`src/rtl/button_event_fsm.sv`:
```
// Turns a debounced, clk-synchronous button level into press/short/long event pulses.
// Define BUTTON_AUTO_REPEAT_EN to build the auto-repeat counter that drives repeat_pulse.
module button_event_fsm #(
  parameter int unsigned LONG_CYCLES   = 100_000_000,
  parameter int unsigned REPEAT_CYCLES = 20_000_000
) (
  input  logic clk,
  input  logic reset_n,
  input  logic btn_in,
  output logic press_pulse,
  output logic short_pulse,
  output logic long_pulse,
  output logic repeat_pulse,
  output logic held
);

  typedef enum logic [1:0] {
    IDLE = 2'd0,
    HELD = 2'd1,
    LONG = 2'd2
  } state_e;

  localparam int unsigned     CNT_W     = $clog2(LONG_CYCLES + 1);
  localparam logic [CNT_W-1:0] LONG_LAST = CNT_W'(LONG_CYCLES - 1);
  localparam logic [CNT_W-1:0] LONG_MAX  = CNT_W'(LONG_CYCLES);

  if (LONG_CYCLES < 2) begin : g_bad_long
    $error("button_event_fsm: LONG_CYCLES must be >= 2");
  end
  if (REPEAT_CYCLES < 2) begin : g_bad_repeat
    $error("button_event_fsm: REPEAT_CYCLES must be >= 2");
  end

  state_e           state_q, state_d;
  logic [CNT_W-1:0] hold_cnt_q, hold_cnt_d;
  logic             btn_q;
  logic             rise;
  logic             press_q, press_d;
  logic             short_q, short_d;
  logic             long_q, long_d;
  logic             held_q, held_d;

  assign rise = btn_in & ~btn_q;

  // NOTE: every always_comb output gets a default first so no path can leave it
  // unassigned and infer a latch.
  always_comb begin
    state_d    = state_q;
    hold_cnt_d = hold_cnt_q;
    press_d    = 1'b0;
    short_d    = 1'b0;
    long_d     = 1'b0;
    case (state_q)
      IDLE: begin
        if (rise) begin
          state_d    = HELD;
          hold_cnt_d = CNT_W'(1);
          press_d    = 1'b1;
        end
      end
      HELD: begin
        if (btn_in) begin
          hold_cnt_d = hold_cnt_q + CNT_W'(1);
          if (hold_cnt_q == LONG_LAST) begin
            state_d = LONG;
            long_d  = 1'b1;
          end
        end else begin
          state_d    = IDLE;
          hold_cnt_d = '0;
          short_d    = 1'b1;
        end
      end
      LONG: begin
        // Counter sits at LONG_MAX for the rest of the hold; it never wraps.
        hold_cnt_d = LONG_MAX;
        if (!btn_in) begin
          state_d    = IDLE;
          hold_cnt_d = '0;
        end
      end
      default: begin
        state_d    = IDLE;
        hold_cnt_d = '0;
      end
    endcase
    held_d = (state_d != IDLE);
  end

`ifdef BUTTON_AUTO_REPEAT_EN
  localparam int unsigned      REP_W    = $clog2(REPEAT_CYCLES + 1);
  localparam logic [REP_W-1:0] REP_LAST = REP_W'(REPEAT_CYCLES - 1);

  logic [REP_W-1:0] rep_cnt_q, rep_cnt_d;
  logic             repeat_q, repeat_d;

  // Runs only while a long hold lasts; the entry cycle (long_pulse) is count 0.
  always_comb begin
    rep_cnt_d = '0;
    repeat_d  = 1'b0;
    if (state_q == LONG && btn_in) begin
      if (rep_cnt_q == REP_LAST) begin
        repeat_d = 1'b1;
      end else begin
        rep_cnt_d = rep_cnt_q + REP_W'(1);
      end
    end
  end

  assign repeat_pulse = repeat_q;
`else
  assign repeat_pulse = 1'b0;
`endif

  // NOTE: sequential state uses non-blocking assignments so every flop samples
  // pre-edge values regardless of statement order.
  always_ff @(posedge clk or negedge reset_n) begin
    if (!reset_n) begin
      state_q    <= IDLE;
      hold_cnt_q <= '0;
      // Starts high so a button held through reset must be seen low before it counts.
      btn_q      <= 1'b1;
      press_q    <= 1'b0;
      short_q    <= 1'b0;
      long_q     <= 1'b0;
      held_q     <= 1'b0;
`ifdef BUTTON_AUTO_REPEAT_EN
      rep_cnt_q  <= '0;
      repeat_q   <= 1'b0;
`endif
    end else begin
      state_q    <= state_d;
      hold_cnt_q <= hold_cnt_d;
      btn_q      <= btn_in;
      press_q    <= press_d;
      short_q    <= short_d;
      long_q     <= long_d;
      held_q     <= held_d;
`ifdef BUTTON_AUTO_REPEAT_EN
      rep_cnt_q  <= rep_cnt_d;
      repeat_q   <= repeat_d;
`endif
    end
  end

  assign press_pulse = press_q;
  assign short_pulse = short_q;
  assign long_pulse  = long_q;
  assign held        = held_q;

endmodule

```
`config.mk`:
```
export PLATFORM = sky130hd
export DESIGN_NAME = button_event_fsm
export DESIGN_NICKNAME = d
export VERILOG_FILES = /design/src/rtl/button_event_fsm.sv
export SDC_FILE = /design/constraint.sdc
export NUM_CORES = 1
export LEC_CHECK = 0
export CORE_ASPECT_RATIO = 0.5
export CORE_MARGIN = 8
export CORE_UTILIZATION = 45
export DETAILED_ROUTE_END_ITERATION = 16
export DONT_BUFFER_PORTS = 1
export PLACE_DENSITY = 0.67
export SLEW_MARGIN = 15
export SYNTH_ARGS = -nofsm -noshare
export SYNTH_HDL_FRONTEND = slang
export SYNTH_SLANG_ARGS = --single-unit
```
`constraint.sdc`:
```
create_clock -name clk -period 1.62 [get_ports clk]
set_input_delay 0.486 -clock clk [delete_from_list [all_inputs] [get_ports clk]]
set_output_delay 0.486 -clock clk [all_outputs]
set_load 0.05 [all_outputs]
```
==> results of run 1 <==
[metal layers]
| layer | GRT usage (%) | routed length [microns] | vias to the layer above |
|---|---|---|---|
| li1 | - | - | 862 |
| met1 | 19.28 | 2188 | 863 |
| met2 | 24.63 | 2278 | 57 |
| met3 | 4.733 | 347 | 11 |
| met4 | 7.227 | 96 | 0 |
| met5 | 0 | 0 | - |
[cells in the final DEF (no fill, tap or decap), types with 4 or more instances in the layout]
master and count:
inv_1 5, nand4_1 10, buf_6 4, nor2_1 16
dfrtp_1 33, a21oi_1 8, o311ai_1 4, nand3_1 12
buf_4 41, nand2_1 11, buf_12 4, clkbuf_8 6
a31oi_1 11, o21ai_1 21, o21ai_0 15
[final cells by class]
cell class / instances / area, sq um
fillers: 308 / 1499
multi-input cells: 155 / 1022
flip-flops and latches: 34 / 852.1
repair buffers: 49 / 432.9
clock buffers: 7 / 86.33
well taps: 54 / 67.56
inverters: 5 / 18.77
clock inverters: 1 / 5.005
[worst max-delay path, delay by kind of cell, from the launching register on]
family / cells / cell delay (ns)
compound gates: 3 / 0.26
simple gates: 2 / 0.50
flops: 1 / 0.44
buf+inv: 2 / 0.36
[sequential cells by signal, summed over array words and instances, names as in the netlist]
| signal | flops |
|---|---|
| state_q | 2 |
| held | 1 |
| short_pulse | 1 |
| press_pulse | 1 |
| long_pulse | 1 |
| hold_cnt_q | 27 |
| btn_q | 1 |
[kinds of logic after synthesis]
kind of cell / after synthesis / share of synthesized area [%]
other cells: 1 / 0.1973
compound gates: 70 / 22.45
buf+inv: 18 / 4.213
simple gates: 81 / 26.53
fa+ha+maj: 1 / 0.6582
flops: 34 / 44.83
mux: 2 / 1.119
[per-stage QoR]
step / cell area, sq um / worst slack (ns) / utilization [%] / TNS, ns
after global placement: 2232 / -0.07136 / 56.03 / -0.07136
final: 2485 / -0.05022 / 62.37 / -0.08006
after floorplan: 1926 / -0.05667 / - / -0.1016
after detailed placement: 2232 / -0.06254 / 56.03 / -0.1020
after CTS: 2399 / -0.02607 / 60.21 / -0.02607
after global routing: 2485 / -0.1354 / 62.37 / -1.042
[power by group through the flow]
stage | Clock, W | Sequential [W] | Combinational, W
after detailed placement | 0 | 0.000932 | 0.000195
after CTS | 0.000675 | 0.000915 | 0.000229
after global routing | 0.000703 | 0.000920 | 0.000271
after global placement | 0 | 0.000930 | 0.000192
final | 0.000654 | 0.000918 | 0.000250
after floorplan | 0 | 0.000930 | 0.000125
[repair_timing]
| item | 4_1_cts | 5_1_grt |
|---|---|---|
| hold buffers | 1 | 0 |
| setup buffers | 5 | 8 |
| resized for setup | 4 | 13 |
| cloned | 0 | 0 |
| hold endpoints to repair | 33 | 0 |
| endpoints found under the setup margin | 6 | 21 |
| pin swaps | 5 | 9 |
[final timing paths]
path                       slack [ns]              to  cells after the start
max in group asynchronous        1.42  hold_cnt_q[22]                      1
hold reg to reg                  0.51  hold_cnt_q[25]                      1
setup reg to reg                -0.05  hold_cnt_q[19]                      7
min in group clk                 0.18           btn_q                      0
setup / recovery                -0.05  hold_cnt_q[19]                      7
hold / removal                   0.02     short_pulse                      1
==> results by group, run 1 <==
Synthesis
  – Asr flop ratio synth: between 90% and 100%
  – Syn. warnings: 0
  – Most common cell in the netlist: dfrtp_1
  – Number of synthesized flops with an enable pin: 0
  – Most used DFF post-synth: dfrtp_1
  – Syn nets: 211
  – Cell area after synthesis: 0.001901 sq mm
  – Sequential area share after synthesis: 44.83%
  – Avg Inst Size Synth: 9.182 sq um
  – Top cells by area, synth: dfrtp_1 (43%), o21ai_0 (5.3%), o21ai_1 (4.2%), nand3_1 (3.7%), a31oi_1 (3.6%)
  – Post-synth cell types: 45
  – Cell taking the most area after synthesis: dfrtp_1
  – Synth top area share: 43.45%
  – Synth Register Bits: 34
  – Cells after synthesis: 207
  – List of most frequent post-synthesis cells: dfrtp_1 (33), o21ai_0 (20), nor2_1 (18)

Power
  – Switching power: 0.0004911 W
  – Internal Pwr Total: 0.001331 W
  – Sw Share: 26.96%
  – Seq pwr share: 50.4%
  – Pwr Total: ~0.0018 W
  – Maximum VDD drop: about 0.00057 V
  – Leak pwr: 1.147 nW
  – Clk pwr share: between 30% and 40%
  – PD cells: 733.2 mW/mm^2
  – Comb pwr share: approximately 14%

Global routing
  – Overall global routing resource usage: approximately 16%
  – First-pass GRT wire length: between 7000 and 8000 microns
  – Initial antenna violation count: 0
  – Vias in the first global route: 1655
  – Total grt overflow: 0
  – Largest net degree at the start of global routing: 36

Critical path
  – Crit Path Class: flip-flop to flip-flop
  – WP data required: 1.80 ns
  – CP startpoint kind: flip-flop
  – Worst EP arrival: between 1.5 and 2 ns
  – CP Max Fanout: 5
  – CP max-delay cell: dfrtp_1
  – Worst setup EP type: flip-flop
  – Crit path top cell by count: o21ai_1
  – FF-to-FF Start: hold_cnt_q[2]
  – Critical Path Start: hold_cnt_q[2]
  – Critical path, cell by cell: nand4_1 > buf_6 > nor4_4 > buf_4 > a21oi_1 > o21ai_1 > o21ai_1
  – Worst path max stage delay: 0.44 ns

Run status
  – Failing checks: setup timing
  – Status: finished with violations

Finish
  – Share of cells above drive strength 1: a little under a third
  – Antenna Diode Count: 0
  – P&R area growth vs syn: 30.74%
  – Fin cells: 305
  – Fin nets: 254

Placement
  – Hpwl dp: 3029 microns
  – Port buffer count: 0
  – Placed cells: between 200 and 300
  – RD Place Congestion: 0.8220

Hold path
  – Hold Crit Class: input port to asynchronous set/reset pin

Clocking
  – Clock Sinks: 34
  – CTS Buf Count: 5
  – CTS max path bufs: 2
  – Reg clk slew, reported paths: about 0.07 ns
  – CTS tree: yes
  – H-tree depth: 2
  – Clock root buffer: clkbuf_8
  – Clk_lat worst skew: 0.29 ns

Detailed routing
  – Antenna viol nets, final: 0
  – Initial DRC Count: 93
  – Final wirelength: 4910 microns
  – Via count: 1793
  – DRC Markers: 0
  – Vias per std cell: 5.879
  – 1st-pass router iterations: 4
  – Routed length per instance: 16.10 microns

STA
  – # setup viols final: 2
  – Period utilisation layout: 103.1%
  – Tmin final: 1.670 ns
  – Hold_ws: 0.01881 ns
  – Fmax: approximately 600 MHz
  – Clock skew: 0.003835 ns
  – Pins Over Slew Limit: 0
  – Final hold viol count: 0
  – RSZ-0062 raised after global routing: true
  – Fin worst setup slack: -0.05022 ns

Floorplanning
  – Chip width: between 100 and 150 microns
  – Starting Density: 47.71%
  – Total die area: between 0.006 and 0.007 sq mm
  – Cell Rows: 16
  – Core area: 0.003984 sq mm
  – I/O pin cnt: 8
  – Die Span Y: 61.96 microns

Run
  – Max-cap viol count: 0
Power figures use the tool's default switching activity.
==> run 2, diff against run 1 <==
--- a/config.mk
+++ b/config.mk
@@ -10,7 +10,7 @@
 export CORE_UTILIZATION = 45
 export DETAILED_ROUTE_END_ITERATION = 16
 export DONT_BUFFER_PORTS = 1
-export PLACE_DENSITY = 0.67
+export PLACE_DENSITY = 0.63
 export SLEW_MARGIN = 15
 export SYNTH_ARGS = -nofsm -noshare
 export SYNTH_HDL_FRONTEND = slang
==> results by group, run 2 (same netlist as run 1, synthesis figures left out) <==
Detailed routing
  – DRC Markers: 0
  – Final wirelength: 5036 microns
  – Vias per std cell: ~5.9
  – Routed length per instance: 16.35 microns
  – Initial DRC Count: 145
  – 1st-pass router iterations: 4
  – Antenna viol nets, final: 0
  – Via count: 1811

Finish
  – Fin cells: about 310
  – Antenna Diode Count: 0
  – Final core utilization: approximately 63%
  – FF/Latch Area: 853.3 sq um
  – FILL cells: roughly 320
  – Max reg flops: 27
  – Commonest non-fill, non-tap cell in the layout: buf_4
  – Most frequent cells in the layout: buf_4 (43), dfrtp_1 (32), o21ai_0 (19)
  – P&R area growth vs syn: 32.85%
  – Share of cells above drive strength 1: 33.07%
  – Largest registers: hold_cnt_q (27), state_q (2)
  – Largest Register: hold_cnt_q
  – Multi-input logic area: 0.001046 sq mm
  – Fin nets: approximately 260
  – Fin area: ~0.0025 sq mm

Critical path
  – CP Max Fanout: 4
  – Critical Path Start: hold_cnt_q[1]
  – R2R depth: 8
  – Worst EP arrival: 1.80 ns
  – FF-to-FF Start: hold_cnt_q[1]
  – WP data required: 1.78 ns
  – CP startpoint kind: flip-flop
  – Crit Path Class: flip-flop to flip-flop
  – Worst setup EP type: flip-flop
  – Critical register-to-register path endpoint: hold_cnt_q[15]
  – Reg2reg setup slack: -0.02 ns

Floorplanning
  – Starting Density: 47.71%
  – Chip width: between 100 and 150 microns
  – I/O pin cnt: 8
  – Core area: 0.003984 sq mm
  – Cell Rows: 16
  – Die Span Y: 61.96 microns
  – Total die area: 0.006685 sq mm

Placement
  – Port buffer count: 0
  – Hpwl dp: 3092 microns
  – Pre-CTS setup slack: -0.02567 ns
  – Placed standard-cell area: 0.002205 sq mm
  – Placed cells: 281
  – RD Place Congestion: 0.8467

Power
  – Maximum VDD drop: 0.0006325 V
  – Pwr Total: around 0.0018 W
  – PD cells: between 700 and 800 mW/mm^2
  – Leak pwr: 1.170 nW

Global routing
  – Total grt overflow: 0
  – First-pass GRT wire length: 8093 microns
  – Largest net degree at the start of global routing: 36
  – Initial antenna violation count: 0
  – Overall global routing resource usage: 15.47%
  – Vias in the first global route: 1636

Clocking
  – Reg clk slew, reported paths: about 0.080 ns
  – CTS Buf Count: 5
  – H-tree depth: 2
  – Clk_lat worst skew: 0.29 ns
  – Clock Sinks: 34
  – Clock root buffer: clkbuf_8
  – CTS tree: yes
  – CTS max path bufs: 2

Run status
  – Failing checks: setup timing
  – Status: finished with violations

STA
  – Fmax: 611.0 MHz
  – Clock skew: 0.006357 ns
  – Final hold viol count: 0
  – Slew @ Worst Pin: 0.4922 ns
  – RSZ-0062 raised after global routing: true
  – # setup viols final: 1
  – Fin worst setup slack: -0.01668 ns
  – Slew HR: 66.72%
  – Period utilisation layout: 101.0%
  – Tmin final: roughly 1.6 ns
  – Pins Over Slew Limit: 0

Hold path
  – Hold Crit Class: input port to asynchronous set/reset pin

Run
  – Max-cap viol count: 0
-- run 2: changes by cell type in the layout (fill, tap and decap cells not counted), sizes merged --
| cell | previous run | this run |
|---|---|---|
| clkbuf | 7 | 6 |
| buf | 49 | 52 |
| clkinvlp | 0 | 1 |
-- run 2: report_power, final --
| part | internal [W] | leakage [nW] | switching, W | total (W) |
|---|---|---|---|---|
| sequential | 0.000871 | 0.463 | 0.0000428 | 0.000913 |
| clock | 0.000342 | 0.0472 | 0.000327 | 0.000669 |
| combinational | 0.000122 | 0.660 | 0.000134 | 0.000256 |
| total | 0.00133 | 1.17 | 0.000504 | 0.00184 |
-- run 2: what timing repair did --
| item | 4_1_cts | 5_1_grt |
|---|---|---|
| pin swaps | 5 | 12 |
| setup endpoints to repair | 6 | 18 |
| hold buffers | 1 | 0 |
| gates cloned | 1 | 0 |
| setup buffers | 5 | 12 |
| endpoints found under the hold margin | 33 | 0 |
| gates resized for setup | 6 | 13 |
-- run 2: cell type report --
cell class,instances,share of cell area (%)
multi-input cells,155,41.43
inverters,5,0.7433
repair buffers,52,17.59
clock inverters,2,0.4955
well taps,54,2.676
flip-flops and latches,34,33.80
clock buffers,6,3.271
-- run 2: worst max-delay path, cell delays in order, from the launching register on --
cell      delay, ns
dfrtp_1        0.40
buf_6          0.12
nand4_1        0.16
buf_4          0.20
nor4_4         0.16
buf_4          0.18
a31oi_1        0.08
o21ai_1        0.12
o311ai_1       0.10
-- run 2: per-layer routing --
layer,vias up,routed length [microns],GRT usage (%)
li1,872,-,-
met4,0,15,3.125
met5,-,0,0
met2,65,2238,24.63
met1,871,2431,20.93
met3,3,350,3.909
-- run 2: per-stage QoR --
| step | TNS [ns] | hold WS [ns] |
|---|---|---|
| 4_1_cts | -0.1463 | 0.02460 |
| 3_3_place_gp | -0.009998 | 0.1918 |
| 5_1_grt | -0.8083 | 0.01928 |
| 6_report | -0.01668 | 0.02321 |
| 3_5_place_dp | -0.06435 | 0.1922 |
| 2_1_floorplan | -0.1016 | 0.1904 |
-- run 2: worst max path at each step --
stage,endpoint,cells after the start
finish,hold_cnt_q[15],8
global route,hold_cnt_q[17],8
CTS,hold_cnt_q[15],7
detailed placement,hold_cnt_q[17],7
global placement,hold_cnt_q[26],7
floorplan,hold_cnt_q[26],6
==> run 3, diff against run 2 <==
==> constraint.sdc (replaced) <==
create_clock -name clk -period 1.62 [get_ports clk]
set_input_delay 0.243 -clock clk [delete_from_list [all_inputs] [get_ports clk]]
set_output_delay 0.243 -clock clk [all_outputs]
set_load 0.05 [all_outputs]
==> results by group, run 3 (same netlist as run 1, synthesis figures left out) <==
STA
  – Pins Over Slew Limit: 0
  – # setup viols final: 1
  – Final hold viol count: 0
  – Tmin final: 1.628 ns
  – RSZ-0062 raised after global routing: true
  – Hold_ws: roughly 0.021 ns
  – Clock skew: 0.007440 ns
  – Fmax: 614.4 MHz
  – Fin worst setup slack: -0.007658 ns
  – Period utilisation layout: 100.5%
  – Setup TNS: -0.007658 ns

Run status
  – Status: finished with violations
  – Failing checks: setup timing

Placement
  – Pre-CTS setup slack: -0.02567 ns
  – Port buffer count: 0
  – Placed cells: 281
  – Hpwl dp: between 3000 and 4000 microns
  – RD Place Congestion: 0.8467

Power
  – Internal Pwr Total: ~0.0013 W
  – Sw Share: about 28%
  – Maximum VDD drop: 0.0006324 V
  – Switching power: 0.0005073 W
  – Comb pwr share: 14.2%
  – Seq pwr share: between 40% and 50%
  – PD cells: 724.9 mW/mm^2
  – Clk pwr share: 36.3%
  – Leak pwr: 1.178 nW

Detailed routing
  – Routed length per instance: ~16 microns
  – DRC Markers: 0
  – Via count: 1791
  – 1st-pass router iterations: 4
  – Final wirelength: approximately 5000 microns
  – Antenna viol nets, final: 0
  – Initial DRC Count: 112
  – Vias per std cell: 5.777

Global routing
  – Overall global routing resource usage: 15.35%
  – Initial antenna violation count: 0
  – Largest net degree at the start of global routing: 36
  – Total grt overflow: 0
  – Vias in the first global route: 1655
  – First-pass GRT wire length: ~8100 microns

Hold path
  – Hold Crit Class: input port to flip-flop

Critical path
  – CP delay by family, top: buffers and inverters
  – Worst path max stage delay: about 0.40 ns
  – Buffers plus inverters on the worst setup path: 3
  – Crit path top cell by count: buf_4
  – CP max-delay cell: dfrtp_1
  – WP data required: 1.78 ns
  – CP Max Fanout: 4
  – Worst setup EP type: flip-flop
  – Crit Path Class: flip-flop to flip-flop
  – CP startpoint kind: flip-flop
  – Worst EP arrival: 1.79 ns
  – Critical path, cell by cell: buf_6 > nand4_1 > buf_4 > nor4_4 > buf_4 > a31oi_1 > o21ai_1 > o311ai_1

Clocking
  – CTS tree: yes
  – H-tree depth: 2
  – Clock root buffer: clkbuf_8
  – Clock Sinks: 34
  – CTS Buf Count: 5
  – CTS max path bufs: 2
  – Clk_lat worst skew: 0.29 ns
  – Reg clk slew, reported paths: approximately 0.08 ns

Floorplanning
  – Starting Density: 47.71%
  – I/O pin cnt: 8
  – Total die area: 0.006685 sq mm
  – Die Span Y: 61.96 microns
  – Chip width: 107.9 microns
  – Core area: 0.003984 sq mm
  – Cell Rows: 16

Finish
  – FILL cells: 313
  – Largest Register: hold_cnt_q
  – Largest registers: hold_cnt_q (27), state_q (2)
  – Antenna Diode Count: 0
  – Commonest non-fill, non-tap cell in the layout: buf_4
  – FF/Latch Area: 853.3 sq um
  – Multi-input logic area: 0.001046 sq mm
  – Max reg flops: 27
  – P&R area growth vs syn: 33.90%
  – Share of cells above drive strength 1: 32.81%
  – Most frequent cells in the layout: buf_4 (43), dfrtp_1 (32), o21ai_0 (19)
  – Fin cells: 310
  – Fin nets: ~260

Run
  – Max-cap viol count: 0
[run 3: changes by cell type in the layout (fill, tap and decap cells not counted)]
cell and change:
dlygate4sd3_1 +2
[run 3: stage by stage]
step	util, %	area [sq um]	total power (W)
6_report	63.88	2545	0.001845
5_1_grt	63.88	2545	0.001924
4_1_cts	60.24	2400	0.001852
3_5_place_dp	55.34	2205	0.001122
3_3_place_gp	55.34	2205	0.001120
2_1_floorplan	-	1926	0.001055
[run 3: layer usage]
layer | vias to the layer above | part of all wire (%) | global-route usage [%]
li1 | 875 | - | -
met1 | 858 | 49 | 20.38
met2 | 53 | 45 | 24.98
met3 | 5 | 6.1 | 3.909
met4 | 0 | 0.46 | 3.125
met5 | - | 0 | 0
[run 3: cell type report]
class | instances | share of cell area [%]
Clock inverter | 2 | 0.4916
Inverter | 5 | 0.7375
Clock buffer | 6 | 3.245
Sequential cell | 34 | 33.53
Tap cell | 54 | 2.655
Multi-Input combinational cell | 155 | 41.10
Timing Repair Buffer | 54 | 18.24
[run 3: final timing paths]
path | from | endpoint | cells past startpoint | slack [ns]
max in group asynchronous | reset_n | btn_q | 2 | 0.97
hold reg to reg | btn_q | held | 1 | 0.54
setup reg to reg | hold_cnt_q[1] | hold_cnt_q[15] | 8 | -0.008
setup / recovery | hold_cnt_q[1] | hold_cnt_q[15] | 8 | -0.008
min in group asynchronous | reset_n | hold_cnt_q[21] | 2 | 0.40
hold / removal | btn_in | short_pulse | 1 | 0.02
[run 3: power groups by stage]
stage / logic [W] / clock network (W) / registers [W]
2_1_floorplan: 0.000125 / 0 / 0.000930
3_3_place_gp: 0.000192 / 0 / 0.000928
3_5_place_dp: 0.000193 / 0 / 0.000928
4_1_cts: 0.000245 / 0.000694 / 0.000914
5_1_grt: 0.000289 / 0.000719 / 0.000917
6_report: 0.000262 / 0.000669 / 0.000913
[run 3: what timing repair did]
action,4_1_cts,5_1_grt
hold buffers,3,0
setup buffers,5,12
hold endpoints to repair,35,0
gates cloned,1,0
resized for setup,6,13
pin swaps,5,12
endpoints found under the setup margin,6,18
==> variant (flow settings as in run 2) <==
The option `BUTTON_AUTO_REPEAT_EN` is turned on by a define.
--- a/src/rtl/button_event_fsm.sv
+++ b/src/rtl/button_event_fsm.sv
@@ -1,5 +1,7 @@
 // Turns a debounced, clk-synchronous button level into press/short/long event pulses.
 // Define BUTTON_AUTO_REPEAT_EN to build the auto-repeat counter that drives repeat_pulse.
+`define BUTTON_AUTO_REPEAT_EN
+
 module button_event_fsm #(
   parameter int unsigned LONG_CYCLES   = 100_000_000,
   parameter int unsigned REPEAT_CYCLES = 20_000_000
Formal check against the unedited RTL: same outputs for any inputs over 10 cycles, from zero or initial values and one cycle with reset_n low; that may be too few to reach the edited logic, so the function may still have changed.
==> variant against run 2 <==
- the run ends with hold timing, setup timing left
- total power up 110%
- design area up 68%
- critical path depth down 2
- global-route usage up 0.29 points
- area after synthesis up 60%
- setup slack worse by 0.14 ns
- final cell count up 62%
- routed wire length up 45%
- clock skew down 0.0018 ns
- sequential cell count up 26
- largest cell class unchanged
- highest routed layer unchanged
==> variant: results <==
{
  "status": "complete, but fails checks",
  "violations": "hold timing, setup timing",
  "p_leak_nw": 1.87,
  "hold_viol": 59,
  "setup_violations": 31,
  "skew_ns": 0.00458,
  "layout-drive-gt1-share": 0.333,
  "synth_common_cells": "dfrtp_1, nor2_1, o21ai_0",
  "muxShareOfSynthArea": 0.00371,
  "reg.largest.list": "hold_cnt_q: 27 flops, rep_cnt_q: 25 flops, state_q: 2 flops",
  "yosys-top-cells-area": "dfrtp_1, nor2_1, xor2_1",
  "cpMaxStageDelayCell": "or4_4",
  "clk_latency_ns": 0.33,
  "antenna_cells": 0,
  "ys_types": 42,
  "worstPathArrival_ns": 1.99,
  "r2r_start": "rep_cnt_q[0]$_DFF_PN0_",
  "track_usage": 0.158,
  "grt_pass1_wl_um": 12400,
  "gp_congestion": 0.839,
  "cts_inserted_buffers": 9,
  "h-tree-depth": 3,
  "synth_xor_area_frac": 0.0722,
  "worst_slack_ns": -0.157,
  "clkTransAtPathRegs_ns": 0.05,
  "path_delay_family": "simple AND/OR/NAND/NOR gates",
  "synthAdderAreaFrac": 0.00825,
  "reg2reg_depth": 6,
  "postRouteWirelength_um": 7330,
  "crit_fanout": 23,
  "synth_nets": 330,
  "grt_max_degree": 61,
  "timing.hold.ws_ns": -0.151,
  "hpwlAfterDp_um": 4670,
  "fin_nets": 408,
  "endpoint": "rep_cnt_q[3]$_DFF_PN0_",
  "drt_first_pass_iters": 5,
  "grt_pass1_vias": 2786,
  "synth_compound_area_frac": 0.132,
  "root_buffer": "clkbuf_16"
}
## variant: cell types whose count changed after synthesis, moves of 4 or more
cell and change:
xnor2_1 +6, nor2_1 +29, nand3_1 +12, nand2_1 +7, nand4_1 +6, and3_1 +5
o21ai_1 -16, nor4_1 +4, dfrtp_1 +26, a21oi_1 +4, o21ai_0 +13, xor2_1 +19
## variant: worst reg2reg max path, cell delays in order (launching register included)
cell	delay, ns
dfrtp_1	0.35
ha_2	0.19
inv_2	0.04
or3_4	0.36
or4_4	0.48
nand2_8	0.17
nor2_1	0.08
## variant: kinds of logic (layout without fill, tap and decap cells)
group	Yosys count	after routing
compound gates	69	69
mux	1	1
simple gates	146	146
buf+inv	22	105
xor+xnor	25	25
flops	60	60
fa+ha+maj	2	2
## variant: routing by layer
| layer | share of wire | GRT usage |
|---|---|---|
| met1 | 0.43 | 0.170 |
| met2 | 0.52 | 0.289 |
| met3 | 0.033 | 0.0532 |
| met4 | 0.015 | 0.0605 |
| met5 | 0 | 0 |
## variant: what timing repair did
item / CTS / global route
endpoints found under the hold margin: 60 / 60
gates resized for setup: 20 / 33
buffers inserted: 6 / 8
cloned: 0 / 0
pin swaps: 10 / 28
setup endpoints to repair: 40 / 45
## variant: where the power goes
part,internal (mW),switching [mW],total (mW)
registers,1.52,0.0414,1.56
logic,0.113,0.107,0.221
clock network,1.39,0.678,2.06
## variant: layout make-up
cell class                 instances  area, um2
inverter                           5       18.8
tap                               92        115
clock inverter                     6       86.3
sequential                        60       1500
fill                             515       2360
timing repair buffer              84        668
clock buffer                      10        239
multi-input combinational        243       1600
## variant: per-stage QoR
| step | setup WS, ns | instance area (um2) | util | instances | setup TNS, ns |
|---|---|---|---|---|---|
| after floorplan | -0.174 | 3060 | - | 325 | -4.02 |
| after global placement | -0.201 | 3620 | 0.549 | 472 | -4.61 |
| after detailed placement | -0.259 | 3620 | 0.549 | 472 | -6.38 |
| after CTS | -0.162 | 4060 | 0.616 | 494 | -3.70 |
| after global routing | -0.243 | 4230 | 0.642 | 500 | -7.13 |
| final | -0.157 | 4230 | 0.642 | 500 | -3.83 |
## variant: how the worst min path moves through the flow
stage	slack, ns	cells after the start	start	endpoint
3_5_place_dp	0.19	0	reset_n	hold_cnt_q[4]$_DFFE_PN0P_
4_1_cts	-0.16	0	reset_n	hold_cnt_q[11]$_DFFE_PN0P_
2_1_floorplan	0.19	0	reset_n	held$_DFF_PN0_
6_report	-0.15	0	reset_n	hold_cnt_q[9]$_DFFE_PN0P_
3_3_place_gp	0.19	0	reset_n	hold_cnt_q[5]$_DFFE_PN0P_
5_1_grt	-0.17	0	reset_n	short_pulse$_DFF_PN0_
